==> config.mk <==
export PLATFORM = sky130hd
export DESIGN_NAME = sha256_nonce_sweeper
export DESIGN_NICKNAME = d
export VERILOG_FILES = /design/src/rtl/sha256_nonce_sweeper.sv
export SDC_FILE = /design/constraint.sdc
export NUM_CORES = 2
export LEC_CHECK = 0
export CORE_AREA = 4 4 658 660
export CTS_CLUSTER_SIZE = 8
export DETAILED_ROUTE_END_ITERATION = 16
export DIE_AREA = 0 0 662 664
export GPL_TIMING_DRIVEN = 0
export PLACE_DENSITY = 0.3
export SLEW_MARGIN = 5
export SYNTH_ARGS = -nofsm -noshare
export SYNTH_HDL_FRONTEND = slang
export SYNTH_SLANG_ARGS = --single-unit
==> constraint.sdc <==
create_clock -name clk -period 9.7 [get_ports clk]
set_clock_uncertainty 0.1 [all_clocks]
set_input_delay 1.94 -clock clk [delete_from_list [all_inputs] [get_ports clk]]
set_output_delay 1.94 -clock clk [all_outputs]
set_load 0.01 [all_outputs]
==> src/rtl/sha256_nonce_sweeper.sv <==
// sha256_nonce_sweeper
// Sequences a shared sha256 core through an inclusive nonce range. For each
// nonce it places the nonce into word NONCE_WORD of the 512-bit block
// template, starts the core, waits for core_done and then tests the digest
// for a required number of leading zero bits. The search stops on the first
// hit, at the end of the range, on abort, or (optionally) on a watchdog
// timeout.
//
// Optional feature: define MINER_WATCHDOG_EN to enable the WAIT-state
// watchdog. When it is undefined, WAIT waits indefinitely and timeout stays 0.
//
// Ports:
//   clk, reset         clock, synchronous active-high reset
//   go, abort          single-cycle start / stop pulses
//   template           512-bit block template (held stable while busy)
//   nonce_start/_end   inclusive nonce range
//   target_zeros       required leading zero bits (clamped to 256)
//   core_start         one-cycle start pulse to the core
//   core_clear         one-cycle clear pulse to the core (also high in reset)
//   core_data          template with the current nonce inserted
//   core_hash          core digest, bit 255 is the MSB
//   core_done          core completion level, held until core_clear
//   busy               search in progress (ISSUE, WAIT, CHECK)
//   found/exhausted/timeout  sticky result flags
//   found_nonce/found_hash   nonce and digest of the hit
//   hash_count         digests checked in this run, saturating
module sha256_nonce_sweeper #(
  parameter int NONCE_WORD     = 3,
  parameter int TIMEOUT_CYCLES = 1024
) (
  input  logic         clk,
  input  logic         reset,
  input  logic         go,
  input  logic         abort,
  input  logic [511:0] template,
  input  logic [31:0]  nonce_start,
  input  logic [31:0]  nonce_end,
  input  logic [8:0]   target_zeros,
  output logic         core_start,
  output logic         core_clear,
  output logic [511:0] core_data,
  input  logic [255:0] core_hash,
  input  logic         core_done,
  output logic         busy,
  output logic         found,
  output logic         exhausted,
  output logic         timeout,
  output logic [31:0]  found_nonce,
  output logic [255:0] found_hash,
  output logic [31:0]  hash_count
);

  typedef enum logic [2:0] {IDLE, ISSUE, WAIT, CHECK, DONE} state_t;

  state_t         state_q, state_d;
  logic [31:0]    nonce_q, nonce_d;
  logic [511:0]   data_q, data_d;
  logic [31:0]    count_q, count_d;
  logic           found_q, found_d;
  logic           exh_q, exh_d;
  logic           tmo_q, tmo_d;
  logic [31:0]    fnonce_q, fnonce_d;
  logic [255:0]   fhash_q, fhash_d;
  logic           clr_q, clr_d;
  logic           busy_st;

`ifdef MINER_WATCHDOG_EN
  localparam logic [31:0] WD_LAST = 32'(TIMEOUT_CYCLES - 1);
  logic [31:0]    wd_q, wd_d;
`else
  logic           unused_wd;
  assign unused_wd = (TIMEOUT_CYCLES == 0);
`endif

  function automatic logic [511:0] insert_nonce(input logic [511:0] blk,
                                                input logic [31:0]  n);
    logic [511:0] r;
    r = blk;
    r[32*NONCE_WORD +: 32] = n;
    return r;
  endfunction

  function automatic logic [31:0] sat_inc(input logic [31:0] v);
    return (v == 32'hFFFF_FFFF) ? v : v + 32'd1;
  endfunction

  // Shifting the digest right by (256 - need) leaves only the top 'need'
  // bits; need = 0 shifts everything out, so it is always a hit.
  function automatic logic is_hit(input logic [255:0] h, input logic [8:0] tz);
    logic [8:0] need;
    need = (tz > 9'd256) ? 9'd256 : tz;
    return (h >> (9'd256 - need)) == 256'd0;
  endfunction

  assign busy_st = (state_q == ISSUE) || (state_q == WAIT) || (state_q == CHECK);

  always_comb begin
    state_d  = state_q;
    nonce_d  = nonce_q;
    data_d   = data_q;
    count_d  = count_q;
    found_d  = found_q;
    exh_d    = exh_q;
    tmo_d    = tmo_q;
    fnonce_d = fnonce_q;
    fhash_d  = fhash_q;
    clr_d    = 1'b0;
`ifdef MINER_WATCHDOG_EN
    wd_d     = wd_q;
`endif
    // abort outranks any same-cycle core_done or CHECK decision
    if (abort && busy_st) begin
      state_d = IDLE;
      clr_d   = 1'b1;
    end else begin
      case (state_q)
        IDLE: begin
          if (go) begin
            found_d  = 1'b0;
            exh_d    = 1'b0;
            tmo_d    = 1'b0;
            count_d  = 32'd0;
            fnonce_d = 32'd0;
            fhash_d  = 256'd0;
            nonce_d  = nonce_start;
            if (nonce_start > nonce_end) begin
              exh_d   = 1'b1;
              state_d = DONE;
            end else begin
              data_d  = insert_nonce(template, nonce_start);
              state_d = ISSUE;
            end
          end
        end
        ISSUE: begin
          state_d = WAIT;
`ifdef MINER_WATCHDOG_EN
          wd_d    = 32'd0;
`endif
        end
        WAIT: begin
          if (core_done) begin
            state_d = CHECK;
`ifdef MINER_WATCHDOG_EN
          end else if (wd_q == WD_LAST) begin
            tmo_d   = 1'b1;
            clr_d   = 1'b1;
            state_d = DONE;
          end else begin
            wd_d    = wd_q + 32'd1;
`endif
          end
        end
        CHECK: begin
          count_d = sat_inc(count_q);
          if (is_hit(core_hash, target_zeros)) begin
            found_d  = 1'b1;
            fnonce_d = nonce_q;
            fhash_d  = core_hash;
            state_d  = DONE;
          end else if (nonce_q == nonce_end) begin
            // compare before incrementing so the nonce can never wrap
            exh_d    = 1'b1;
            state_d  = DONE;
          end else begin
            nonce_d  = nonce_q + 32'd1;
            data_d   = insert_nonce(template, nonce_q + 32'd1);
            state_d  = ISSUE;
          end
        end
        DONE:    state_d = IDLE;
        default: state_d = IDLE;
      endcase
    end
  end

  always_ff @(posedge clk) begin
    if (reset) begin
      state_q  <= IDLE;
      nonce_q  <= 32'd0;
      data_q   <= 512'd0;
      count_q  <= 32'd0;
      found_q  <= 1'b0;
      exh_q    <= 1'b0;
      tmo_q    <= 1'b0;
      fnonce_q <= 32'd0;
      fhash_q  <= 256'd0;
      clr_q    <= 1'b0;
`ifdef MINER_WATCHDOG_EN
      wd_q     <= 32'd0;
`endif
    end else begin
      state_q  <= state_d;
      nonce_q  <= nonce_d;
      data_q   <= data_d;
      count_q  <= count_d;
      found_q  <= found_d;
      exh_q    <= exh_d;
      tmo_q    <= tmo_d;
      fnonce_q <= fnonce_d;
      fhash_q  <= fhash_d;
      clr_q    <= clr_d;
`ifdef MINER_WATCHDOG_EN
      wd_q     <= wd_d;
`endif
    end
  end

  // Reset gates the state-derived strobes so they drop in the reset cycle itself.
  assign core_start  = (state_q == ISSUE) && !reset;
  assign busy        = busy_st && !reset;
  assign core_clear  = reset || clr_q || (state_q == CHECK);
  assign core_data   = data_q;
  assign found       = found_q;
  assign exhausted   = exh_q;
  assign timeout     = tmo_q;
  assign found_nonce = fnonce_q;
  assign found_hash  = fhash_q;
  assign hash_count  = count_q;

endmodule

Word-level counts from Yosys, hierarchy flattened

Index checks and enable logic that the tools add are counted.

Bits in registers: 870
Latch bits: 0
RAM bits: 0
Memory bits (read-only): 0
Output and inout port bits: 838
Word-level logic and storage cells: 80
Memories kept: 0

Add/subtract/negate cells: 3
$mul: 0
Divide/modulo/power cells: 0
Magnitude comparators: 2
Equal/unequal tests: 13
Shift operators: 1
Multiplexer cells: 33
Bitwise gates (word level): 1
Reduce and logical (&&, ||, !) cells: 18

Operators by type and width:

| kind                  | count |
|---|---|
| $mux 512              | 4 |
| $pmux 512 s2          | 1 |
| $mux 256              | 2 |
| $pmux 256 s2          | 1 |
| $logic_not 256->1     | 1 |
| $shr 256x9->256       | 1 |
| $mux 32               | 6 |
| $pmux 32 s2           | 3 |
| $add 32x1->32 const B | 2 |
| $eq 32x32->1          | 1 |
| $eq 32x32->1 const B  | 1 |
| $gt 32x32->1          | 1 |
| $mux 3                | 5 |
| $ne 2x2->1 const B    | 6 |
| $pmux 3 s4            | 1 |
| $reduce_and 5->1      | 2 |
| $gt 9x9->1 const B    | 1 |
| $mux 9                | 1 |
| $sub 9x9->9 const A   | 1 |
| $reduce_and 4->1      | 2 |
| $mux 1                | 7 |
| $eq 3x2->1 const B    | 2 |
| $reduce_and 6->1      | 1 |
| $logic_or 1x1->1      | 4 |
| 10 further kinds      | 14 |

Longest topological paths before layout

Word-level depth: 7
Gate-level depth with buffers: 32

Worst setup path after synthesis

No wires, ideal clock.

Path kind: input port to flip-flop
Start point: input target_zeros[0]
End point: register fnonce_q[20], in the netlist found_nonce[20]
Library setup time: 0.117 ns
Data arrival time: 7.661 ns
Path slack: 1.822 ns
Stages on the path: 26
Cells stage by stage: nor2b_1 > buf_4 > inv_4 > buf_4 > buf_2 > buf_2 > buf_2 > buf_2 > ha_1 > inv_1 > buf_2 > buf_1 > mux4_2 > o22a_1 > o211a_1 > a211o_1 > or4_1 > a22oi_1 > a21oi_1 > o32ai_1 > nand4_1 > o211ai_2 > a21oi_2 > clkbuf_1 > buf_2 > a22o_1

Longest elaborated chain between the ends: 7

RTL lines:

| what                         | line | RTL |
|---|---|---|
| start: declaration           | 38   | `input logic [8:0] target_zeros,` |
| $gt 9x9->1                   | 91   | `need = (tz > 9'd256) ? 9'd256 : tz;` |
| $mux 9 *                     | 91   |  |
| $sub 9x9->9 *                | 92   | `return (h >> (9'd256 - need)) == 256'd0;` |
| $shr 256x9->256 *            | 92   |  |
| $logic_not 256->1 *          | 92   |  |
| $ne 2x1->1 (no line) *       | --   |  |
| $reduce_and 4->1 (no line) * | --   |  |
| end signal: assignment       | 200  | `fnonce_q <= fnonce_d;` |
| end: declaration             | 62   | `logic [31:0] fnonce_q, fnonce_d;` |

Mark *: on every way between the ends. The rest lies on a longest branch, timed or not.
A chain may end at the register's enable or synchronous reset.

Final worst setup path

Start point: input target_zeros[0]
End point: register fhash_q[164], in the netlist found_hash[164]

Longest elaborated chain between the ends: 7

RTL lines:

| what                         | line | RTL |
|---|---|---|
| $gt 9x9->1                   | 91   |  |
| $mux 9 *                     | 91   |  |
| $sub 9x9->9 *                | 92   |  |
| $shr 256x9->256 *            | 92   |  |
| $logic_not 256->1 *          | 92   |  |
| $ne 2x1->1 (no line) *       | --   |  |
| $reduce_and 4->1 (no line) * | --   |  |
| end signal: assignment       | 201  | `fhash_q <= fhash_d;` |
| end: declaration             | 63   | `logic [255:0] fhash_q, fhash_d;` |

Marked as above.

==> flow_metrics.env <==
export IMPL_outcome="finished with violations"
export IMPL_violations="max-capacitance violations, negative setup slack"
export IMPL_overflow=0
export IMPL_critical_path_slowest_cell="a22oi_1"
export IMPL_synth_fp_nets=6301
export IMPL_htreeDepth=4
export IMPL_multi_input_area_um2=32600
export IMPL_regToRegSetupSlack_ns=4.78
export IMPL_maxSlewHeadroom=0.000305
export IMPL_finalPower_mw=13.3
export IMPL_setup_slack_ns=-0.113
export IMPL_route_detailed_wl_per_inst_um=38.9
export IMPL_grt_pass1_wl_um=637000
export IMPL_hpwl_um=430000
export IMPL_drtIter0Drc=5087
export IMPL_reg2regPathDepth=12
export IMPL_route_vias_total=55600
export IMPL_hold_viol=0
export IMPL_grt_pass1_vias=55300
export IMPL_rsz0062_at_grt="false"
export IMPL_io_buffers=1647
export IMPL_synthesis_area_um2=52200
export IMPL_arrival_ns=10.43
export IMPL_synthDistinctLibCells=96
export IMPL_synth_edff_count=0
export IMPL_grt_max_degree=13
export IMPL_drtAntennaViolNets=0
export IMPL_fillers=47100
export IMPL_wl_um=507000
export IMPL_final_common_cell="clkdlybuf4s50_1"
export IMPL_crit_path_frequent_cell="buf_6"
export IMPL_seq_area_um2=17400
export IMPL_period_needed_ns=9.81
export IMPL_antenna_found_initial=225
export IMPL_cp_start_kind="primary input"
export IMPL_final_max_slew_violation_count=0
export IMPL_p_leak_nw=29.2
export IMPL_rows=240
export IMPL_slowest_delay_ns=0.63
export IMPL_hold_path_class="reg2reg"
export IMPL_dieArea_um2=440000
export IMPL_drv_cap=1
export IMPL_cp_end_kind="flip-flop"
export IMPL_syn2layout_area_growth_pct=55.8
export IMPL_ys_ff_latch=870
export IMPL_whs_path_depth=1
export IMPL_r2r_start="hash_count[20]"
export IMPL_required_ns=10.32
export IMPL_cts_buffer_depth=4
export IMPL_start_util=0.122
export IMPL_cp_max_fo=10
export IMPL_critPathCapture="found_hash[164]"
export IMPL_cts_tree="built"
export IMPL_powerDensity_nw_per_um2=164
export IMPL_path_class="in2reg"
export IMPL_r2r_end="hash_count[31]"
export IMPL_ir_drop_mv=0.117
export IMPL_place_ws_ns=-5.91
export IMPL_die_y_um=664
export IMPL_grtUsageTotal=0.221
export IMPL_synthFlopType="dfxtp_1"
export IMPL_num_io_pins=1684
export IMPL_period_share=1.01
export IMPL_die_w_um=662
export IMPL_clk_insertion_delay_late_ns=0.86
export IMPL_syn_area_per_cell_um2=9.63
export IMPL_ys_seq_area_frac=0.334
export IMPL_fmax_mhz=102
export IMPL_place_congestion=0.969
export IMPL_drc_errors=0
export IMPL_final_cell_mix="1645 x clkdlybuf4s50_1, 992 x nand2b_1, 870 x dfxtp_1"
export IMPL_setup_viol=252
export IMPL_yosysWarnings=0
export IMPL_synthArstFlopShare=0
export IMPL_final_nets=8116
export IMPL_tightest_slew_ns=1.50
export IMPL_numCtsBuffers=142
export IMPL_clk_pin_slew_worst_paths_ns=0.06
export IMPL_layout_drive_gt1_share=0.119
export IMPL_startpoint="target_zeros[0]"
export IMPL_core_area_um2=427000
export IMPL_cts_num_sinks=870
export IMPL_cts_root_buffer="clkbuf_16"
export IMPL_drt_pass1_iterations=6
export IMPL_synthCells=5420
export IMPL_via_per_inst=4.26
cell usage after synthesis, drive strengths merged (61+ instances only):
library cell	n	area, µm²
nand2b	992	6210
dfxtp	870	17400
mux2i	783	7840
a22o	301	2640
nand2	255	957
buf	247	1590
clkbuf	207	777
nor2	199	749
mux4	174	3920
nand3	146	731
mux2	114	1280
a21oi	104	524
o21ai	74	374
xor2	74	648
a211oi	72	546
nand4	66	413
nor2b	61	382
metal layers:
| metal | vias to the layer above | part of all wire | GRT usage |
|---|---|---|---|
| met4 | 128 | 0.042 | 0.0771 |
| met2 | 2885 | 0.45 | 0.356 |
| met1 | 28400 | 0.43 | 0.282 |
| met5 | - | 0.0016 | 0 |
| met3 | 745 | 0.077 | 0.0585 |
| li1 | 23500 | - | - |
through the flow:
step | cell area [µm²] | TNS [ns] | hold WS [ns] | utilization | std cells
CTS | 80900 | 0 | 0.372 | 0.190 | 13000
global placement | 75800 | -5337.52 | 0.350 | 0.178 | 12800
detailed placement | 76000 | -4540.12 | 0.359 | 0.178 | 12800
floorplan | 52200 | 0 | 0.386 | - | 5420
global route | 81200 | 0 | 0.384 | 0.190 | 13000
finish | 81300 | -8.15 | 0.370 | 0.191 | 13000
registers in the layout, summed over array words and instances (netlist names):
signal / flops
core_data: 512
found_hash: 256
found_nonce: 32
hash_count: 32
nonce_q: 32
state_q: 3
clr_q: 1
exhausted: 1
found: 1
area by class of cell:
| class | instances | area share |
|---|---|---|
| Tap cell | 5687 | 0.0875 |
| Multi-Input combinational cell | 4050 | 0.402 |
| Buffer | 453 | 0.0362 |
| Inverter | 46 | 0.00220 |
| Timing Repair Buffer | 1672 | 0.206 |
| Sequential cell | 870 | 0.214 |
| Clock buffer | 186 | 0.0479 |
| Antenna cell | 58 | 0.00179 |
| Clock inverter | 19 | 0.00240 |
power breakdown:
part | switching (mW) | internal, mW | leakage, nW
sequential | 0.165 | 3.81 | 7.08
clock | 2.04 | 2.81 | 1.99
combinational | 2.80 | 1.71 | 20.1
worst max-delay path, delay by kind of cell:
family	cells	cell delay [ns]
buffers and inverters	14	3.92
AOI/OAI and AO/OA	8	2.14
and+or+nand+nor	6	1.45
muxes	1	0.50
adders and majority gates	1	0.33
kinds of logic (layout without fill, tap and decap cells):
logic type | count (synthesis) | after routing | share of synthesized area
AND/OR/NAND/NOR | 1955 | 1955 | 0.211
other | 1 | 59 | 0.0000719
adder cells (fa/ha/maj) | 35 | 35 | 0.00839
multiplexers | 1071 | 1071 | 0.250
flip-flops | 870 | 870 | 0.334
XOR/XNOR | 93 | 93 | 0.0163
AO/OA/AOI/OAI | 895 | 895 | 0.132
buffers and inverters | 500 | 2376 | 0.0487
worst min path at each step:
stage,start,endpoint,slack [ns]
2_1_floorplan,exhausted,exhausted,0.39
3_3_place_gp,found,found,0.35
3_5_place_dp,found,found,0.36
4_1_cts,core_data[347],core_data[347],0.37
5_1_grt,core_data[284],core_data[284],0.38
6_report,found,found,0.37
timing repair:
action	in CTS	in global routing
pin swaps	7	9
hold endpoints to repair	0	0
hold buffers	0	0
gates resized for setup	249	62
buffers inserted	12	3
endpoints found under the setup margin	836	822
Note: power is estimated with default switching activity, not from simulation.
